--- config.mk ---
export PLATFORM = sky130hd
export DESIGN_NAME = spike_synapse_flat
export DESIGN_NICKNAME = d
export VERILOG_FILES = /design/src/rtl/spike_synapse_if.sv /design/src/rtl/spike_synapse.sv /design/src/flat_wrapper.sv
export SDC_FILE = /design/constraint.sdc
export NUM_CORES = 1
export LEC_CHECK = 0
export ABC_AREA = 1
export CAP_MARGIN = 10
export CORE_ASPECT_RATIO = 1.25
export CORE_UTILIZATION = 35
export CTS_CLUSTER_SIZE = 20
export DETAILED_ROUTE_END_ITERATION = 8
export GPL_TIMING_DRIVEN = 0
export REMOVE_ABC_BUFFERS = 1
export SLEW_MARGIN = 10
export SYNTH_ARGS = -nofsm -noshare
export SYNTH_HDL_FRONTEND = slang
export SYNTH_SLANG_ARGS = --single-unit
--- constraint.sdc ---
create_clock -name clk -period 5.9 [get_ports clk]
set_input_delay 0.885 -clock clk [delete_from_list [all_inputs] [get_ports clk]]
set_output_delay 0.885 -clock clk [all_outputs]
set_load 0.005 [all_outputs]
--- src/rtl/spike_synapse_if.sv ---
// Signal bundle between an upstream spike source and the spike_synapse block.
// fsm_state is a debug view of the synapse FSM: 0=IDLE, 1=REFRACT, 2=DECAY.
`timescale 1ns/1ps
interface spike_synapse_if;
  // No backpressure anywhere: spike_in/weight are sampled every cycle, and
  // count_valid is a one-cycle qualifier for spike_count with no ready.
  logic       spike_in;
  logic [7:0] weight;
  logic [7:0] stim_current;
  logic [7:0] spike_count;
  logic       count_valid;
  logic [1:0] fsm_state;

  modport master (
    output spike_in, weight,
    input  stim_current, spike_count, count_valid, fsm_state
  );

  modport slave (
    input  spike_in, weight,
    output stim_current, spike_count, count_valid, fsm_state
  );
endinterface

--- src/rtl/spike_synapse.sv ---
// Spike-driven synapse: saturating current injection with refractory gating and
// shift-based decay. Optional rate counter enabled by SPIKE_SYNAPSE_RATE_COUNT_EN.
`timescale 1ns/1ps
module spike_synapse #(
  parameter int DECAY_SHIFT = 3,
  parameter int REFRACT     = 4,
  parameter int WINDOW      = 64
) (
  input logic            clk,
  input logic            rst_n,
  spike_synapse_if.slave syn
);

  typedef enum logic [1:0] {
    S_IDLE    = 2'd0,
    S_REFRACT = 2'd1,
    S_DECAY   = 2'd2
  } state_t;

  state_t     state_q, state_d;
  logic       spk_q;
  logic [7:0] stim_q, stim_d;
  logic [7:0] refr_q, refr_d;
  logic       spk_edge;
  logic       accept;
  logic [8:0] sum9;
  logic [7:0] step;
  logic [7:0] decayed;

  always_comb begin
    spk_edge = syn.spike_in & ~spk_q;
    accept   = spk_edge && (state_q != S_REFRACT);
    sum9     = {1'b0, stim_q} + {1'b0, syn.weight};
    step     = stim_q >> DECAY_SHIFT;
    if (step == 8'd0) step = 8'd1;
    decayed  = (stim_q == 8'd0) ? 8'd0 : stim_q - step;
  end

  always_comb begin
    state_d = state_q;
    stim_d  = stim_q;
    refr_d  = refr_q;
    if (accept) begin
      // An accepting cycle adds the weight only; decay resumes next cycle.
      stim_d  = sum9[8] ? 8'hFF : sum9[7:0];
      refr_d  = 8'(REFRACT);
      state_d = S_REFRACT;
    end else begin
      case (state_q)
        S_IDLE: stim_d = 8'd0;
        S_REFRACT: begin
          stim_d = decayed;
          refr_d = refr_q - 8'd1;
          if (refr_q <= 8'd1) state_d = S_DECAY;
        end
        S_DECAY: begin
          stim_d = decayed;
          if (decayed == 8'd0) state_d = S_IDLE;
        end
        default: begin
          stim_d  = 8'd0;
          state_d = S_IDLE;
        end
      endcase
    end
  end

  always_ff @(posedge clk) begin
    if (!rst_n) begin
      state_q <= S_IDLE;
      spk_q   <= 1'b0;
      stim_q  <= 8'd0;
      refr_q  <= 8'd0;
    end else begin
      state_q <= state_d;
      spk_q   <= syn.spike_in;
      stim_q  <= stim_d;
      refr_q  <= refr_d;
    end
  end

  assign syn.stim_current = stim_q;
  assign syn.fsm_state    = state_q;

`ifdef SPIKE_SYNAPSE_RATE_COUNT_EN
  localparam int WIN_W = $clog2(WINDOW);

  logic [WIN_W-1:0] win_q;
  logic [7:0]       cnt_q;
  logic [7:0]       cnt_inc;
  logic [7:0]       count_q;
  logic             valid_q;
  logic             win_last;

  always_comb begin
    cnt_inc  = (accept && cnt_q != 8'hFF) ? cnt_q + 8'd1 : cnt_q;
    win_last = (win_q == WIN_W'(WINDOW - 1));
  end

  // The closing cycle's own edge is folded into the reported total.
  always_ff @(posedge clk) begin
    if (!rst_n) begin
      win_q   <= '0;
      cnt_q   <= 8'd0;
      count_q <= 8'd0;
      valid_q <= 1'b0;
    end else begin
      valid_q <= win_last;
      if (win_last) begin
        win_q   <= '0;
        cnt_q   <= 8'd0;
        count_q <= cnt_inc;
      end else begin
        win_q   <= win_q + 1'b1;
        cnt_q   <= cnt_inc;
      end
    end
  end

  assign syn.spike_count = count_q;
  assign syn.count_valid = valid_q;
`else
  assign syn.spike_count = 8'd0;
  assign syn.count_valid = 1'b0;
`endif

endmodule

--- src/flat_wrapper.sv ---
// flat-port wrapper written by rule: the top's interface ports become plain ports
module spike_synapse_flat 
#(
  parameter int DECAY_SHIFT = 3,
  parameter int REFRACT     = 4,
  parameter int WINDOW      = 64
)
  (clk, rst_n, syn_spike_in, syn_weight, syn_stim_current, syn_spike_count, syn_count_valid, syn_fsm_state);
  spike_synapse_if syn_i ();
  input logic clk;
  input logic rst_n;
  input wire logic [$bits(syn_i.spike_in)-1:0] syn_spike_in;
  input wire logic [$bits(syn_i.weight)-1:0] syn_weight;
  output wire logic [$bits(syn_i.stim_current)-1:0] syn_stim_current;
  output wire logic [$bits(syn_i.spike_count)-1:0] syn_spike_count;
  output wire logic [$bits(syn_i.count_valid)-1:0] syn_count_valid;
  output wire logic [$bits(syn_i.fsm_state)-1:0] syn_fsm_state;
  assign syn_i.spike_in = syn_spike_in;
  assign syn_i.weight = syn_weight;
  assign syn_stim_current = syn_i.stim_current;
  assign syn_spike_count = syn_i.spike_count;
  assign syn_count_valid = syn_i.count_valid;
  assign syn_fsm_state = syn_i.fsm_state;
  spike_synapse #(.DECAY_SHIFT(DECAY_SHIFT), .REFRACT(REFRACT), .WINDOW(WINDOW)) u_core (.clk(clk), .rst_n(rst_n), .syn(syn_i));
endmodule
# After elaboration in Yosys (flattened, before gate mapping)
# Index checks and enable logic that the tools add are counted.
# op_classes
add_sub_neg,3
n_mul,0
n_div,0
magnitude_cmp,1
n_eq_ne,8
n_shift,0
muxes,11
bitwise_logic,4
n_reduce_logical,10
# ops
op,n
two-way mux 8 bit,4
logical NOT 8 bit,3
adder 8 x 8 -> 9 bit,1
less-or-equal comparator 8 x 1 -> 1 bit (second input constant),1
inequality test 2 x 1 -> 1 bit (second input constant),4
subtractor 8 x 1 -> 8 bit (second input constant),1
subtractor 8 bit,1
two-way mux 3 bit,2
inequality test 3 x 1 -> 1 bit (second input constant),2
one-hot mux 2 bit (3 select lines),1
AND reduction 3 bit,2
two-way mux 5 bit,1
two-way mux 2 bit,2
OR reduction 2 bit,2
inverter 1 bit,3
== test 2 x 1 -> 1 bit (second input constant),1
== test 2 bit (second input constant),1
logical NOT 2 bit,1
nonzero test 2 bit,1
bitwise AND 1 bit,1
logical AND 1 bit,1
two-way mux 1 bit,1
# totals
regBits,19
latch_bits,0
ramBits,0
mem_bits_ro,0
input_bits,11
output_inout_bits,19
word_cells,43
n_memories,0

# Longest topological paths before layout
# depth
word_depth,8
depth_mapped,17
mapped_depth_nobuf,17

# Worst setup path after synthesis
# Ideal clock, no wire load.
# synth_timing
path_type,input to register
from,input port syn_weight[0]
to,register u_core.stim_q[6] (netlist: u_core.syn.stim_current[6])
setup_time_ns,0.123
arrival_ns,2.209
required_ns,5.777
setup_slack_ns,3.569
stages,10
path_cell_list,ha_1 -> inv_1 -> fa_1 -> o21ai_1 -> a21oi_1 -> o21ai_1 -> xor2_1 -> nand2_1 -> nand2_1 -> a21oi_1
# synth_via
elab_chain_len,3
# synth_lines
element,line,text
from (decl),flat_wrapper.sv:13,input wire logic [$bits(syn_i.weight)-1:0] syn_weight;
adder 8 x 8 -> 9 bit,spike_synapse.sv:33,"sum9 = {1'b0, stim_q} + {1'b0, syn.weight};"
two-way mux 8 bit,spike_synapse.sv:45,stim_d = sum9[8] ? 8'hFF : sum9[7:0];
two-way mux 8 bit,spike_synapse.sv:43,if (accept) begin
to (signal assigned),spike_synapse.sv:77,stim_q <= stim_d;
to (decl),spike_synapse.sv:22,"logic [7:0] stim_q, stim_d;"
# No other way between the ends.
# A chain may end at the register's enable or synchronous reset.

# Final worst setup path
# Same ends and word-level chain as after synthesis.

==> results.md <==
* Most common cell after layout, fill and taps aside: nand2_1
* Maximum buffer depth of the clock tree at 2
* Kind of end point of the critical path: register
* Crit Reg-Reg Endpoint: u_core.syn.fsm_state[1]
* Start point of the critical path: syn_weight[0]
* Sum Neg Setup Slack at 0 ns
* Final count of negative-setup-slack endpoints at 0
* Headroom to the max-slew limit at 0.601
* Final number of hold-violating endpoints at 0
* Overall track demand over capacity in global routing at 0.158
* Clock power frac at 0.153
* Reg2Reg Launch Point: u_core.syn.stim_current[4]
* Worst reg-to-reg setup slack at 3.42 ns
* Cell area after synthesis at 1680 µm²
* Mean post-synth cell area at 6.71 µm²
* Placed wire-length estimate at 3020 µm
* Via count at 1532
* Relative contribution of sequential cells to total power at 0.266
* Crit share post-route at 0.469
* Setup Crit Path Kind: in -> reg
* Filler cell count at 482
* Final Util at 0.434
* Number of input and output port buffers inserted at 20
* Cell-by-cell listing of the critical path: clkdlybuf4s50_1 > ha_1 > inv_1 > fa_1 > o21ai_1 > a21oi_1 > o21ai_1 > xor2_1 > nand2_1 > nand2_1 > a21oi_1
* Crit path largest cell delay at between 0.4 and 0.5 ns
* Shortest clock period the worst path allows after layout at 2.76 ns
* Total power density per cell area at slightly above 300 nW/µm²
* Hold bufs inserted after CTS at 0
* Per-cell routed wire length at 10.9 µm
* Reg2reg path depth at 16
* Clock slew at the register clock pins of the worst setup and hold paths at 0.08 ns
* Crit start category: input pin
* Leading area contributor after synthesis: dfxtp_1
* Required time worst endpoint at 6.04 ns
* Number of top-level design ports at 30
* Share of final-layout standard cells stronger than drive strength 1 at 0.0625
* Number of buffers added by the clock tree synthesis step at 3
* Clock tree from TritonCTS: built
* Yosys warning total at 0
* Commonest non-fill, non-tap cells in the layout: nand2_1 (56), inv_1 (38), a21oi_1 (22), nor2_1 (21), clkdlybuf4s50_1 (20)
* Count of distinct cell types in the synthesized netlist at 34
* Leading post-synthesis cells by cell area: dfxtp_1 (23%), ha_1 (14%), nand2_1 (13%)
* Cells resized by post-CTS repair at 0
* Number of storage elements in the synthesis netlist at 19
* TritonRoute pass-1 iters at 4
* Final Power at 605 µW
* Final worst-path setup slack at 3.14 ns
* Area added between synthesis and finish at 16.1%
* Starting density of the core at 0.373
* Core Footprint at 4490 µm²
* Final ANT Viol Nets at 0
* Clock root buffer: clkbuf_8
* Antenna Diode Count at 0
* Die area at a little over 5000 µm²
* Post-route design area at 1950 µm²
* Post-detailed-route via-to-cell ratio at around 4.6
* Critical path arrival at ~2.9 ns
* Net count reported at finish at a little over 300
* Routability cong. at roughly 0.8
* Peak VDD IR at a little over 0.00009 V
* Run status: finished clean
* Number of global-route vias before repair at 1418
* Portion of the post-synthesis area used by sequential elements at 0.227
* Actual transition at the worst max-transition pin at 0.598 ns
* Top-area cell type share of the netlist area at 0.227
* Standard cell area after detailed placement at 1900 µm²
* Largest net degree at the start of global routing at 13
* Die width at 63.9 µm
* Initial antenna violation count at 0
* CP Capture Point: u_core.syn.stim_current[6]
* F_max at approximately 0.36 GHz
* Placement row count at 27
* Post-CTS setup buffer count at 0
* Detailed router's first-iteration violation count at 28
* Sinks on Clock Net at 19
* Setup WS pre-CTS at 2.86 ns
* Part of the power in combinational logic at 0.580
* Vertical die dimension at 79.4 µm
* Setup repair after global routing missed its margin: false
* Worst-path maximum fanout at 3
* Path type of the worst min-delay path: reg -> reg
* Switching share of power at 0.452
* Final routed DRC violation total at 0
* Instance count of the mapped netlist at between 200 and 300
* Net switching power at ~270 µW
* Clock Latency Late Sink at 0.25 ns
* Total overflow reported by the global router at 0
* Setup skew after layout at approximately 0.0036 ns
* Internal power of the cells at 331 µW
* Beginning of the worst hold path: u_core.refr_q[4]
* Aggregate routed wire length at 3580 µm
* Cell with the largest stage delay on the worst path: clkdlybuf4s50_1
* H-tree Lvls at 1
* Max-slew violation count at 0
* First-pass GRT wire length at 6320 µm
* Leakage component of the power at 0.946 nW
* Maxcap violations at 0
==> how the worst min path moves through the flow <==
stage                             endpoint  slack [ns]  cells after the start
after floorplan           u_core.refr_q[4]        0.45                      2
after global placement    u_core.refr_q[1]        0.47                      2
after detailed placement  u_core.refr_q[1]        0.47                      2
after CTS                 u_core.refr_q[1]        0.49                      2
after global routing      u_core.refr_q[1]        0.51                      2
final                     u_core.refr_q[4]        0.48                      2
==> stage by stage <==
step / cells / hold WS (ns)
after floorplan: 248 / 0.452
after global placement: 326 / 0.468
after detailed placement: 326 / 0.474
after CTS: 330 / 0.487
after global routing: 330 / 0.506
final: 330 / 0.483
==> power groups by stage <==
| stage | logic (mW) | clock network [mW] | registers (mW) |
|---|---|---|---|
| 4_1_cts | 0.354 | 0.0945 | 0.162 |
| 6_report | 0.351 | 0.0927 | 0.161 |
| 5_1_grt | 0.411 | 0.101 | 0.164 |
| 2_1_floorplan | 0.269 | 0 | 0.159 |
| 3_5_place_dp | 0.352 | 0 | 0.164 |
| 3_3_place_gp | 0.349 | 0 | 0.165 |
==> worst max-delay path, delay by kind of cell <==
kind / cells / cell delay [ns]
compound gates: 4 / 0.62
buf+inv: 2 / 0.52
xor+xnor: 1 / 0.17
simple gates: 2 / 0.14
fa+ha+maj: 2 / 0.57
==> routing by layer <==
metal,vias up,track usage,routed length (µm)
met4,0,0.0341,27
li1,830,-,-
met3,2,0.0257,61
met2,14,0.280,1730
met1,686,0.197,1760
met5,-,0,0
==> final cells by class <==
| cell class | instances | area [µm²] | area share |
|---|---|---|---|
| timing repair buffer | 20 | 200 | 0.103 |
| clock inverter | 1 | 5.00 | 0.00257 |
| multi-input combinational | 189 | 1100 | 0.563 |
| inverter | 40 | 151 | 0.0777 |
| tap | 58 | 72.6 | 0.0373 |
| clock buffer | 3 | 41.3 | 0.0212 |
| sequential | 19 | 380 | 0.195 |
==> registers in the layout, summed over array words and instances, names as in the netlist <==
register / count
u_core.spk_q: 1
u_core.syn.stim_current: 8
u_core.refr_q: 8
u_core.syn.fsm_state: 2
==> logic make-up after synthesis <==
family / count (synthesis) / synth area share
XOR/XNOR: 7 / 0.0365
AO/OA/AOI/OAI: 37 / 0.125
AND/OR/NAND/NOR: 115 / 0.307
buffers and inverters: 50 / 0.137
adder cells (fa/ha/maj): 21 / 0.166
flip-flops: 19 / 0.227
other: 1 / 0.00223
==> synthesized netlist by cell type <==
cell      count
nand2_1      56
inv_1        38
a21oi_1      22
nor2_1       21
dfxtp_1      19
ha_1         19
nand3_1      19
buf_4         9
nand4_1       6
xor2_1        4
a31oi_1       3
o21ai_0       3
or2_2         3
xnor2_1       3
a21o_1        2
fa_1          2
nand2_2       2
nor3_1        2
o21ai_1       2
a21oi_2       1
buf_6         1
clkinv_2      1
conb_1        1
inv_2         1
nand2_4       1
nand3_2       1
nand3b_1      1
nor2_2        1
nor3_2        1
nor3b_1       1
o21a_1        1
o21ai_2       1
o21bai_1      1
o31ai_1       1
Note: power is estimated with default switching activity, not from simulation.
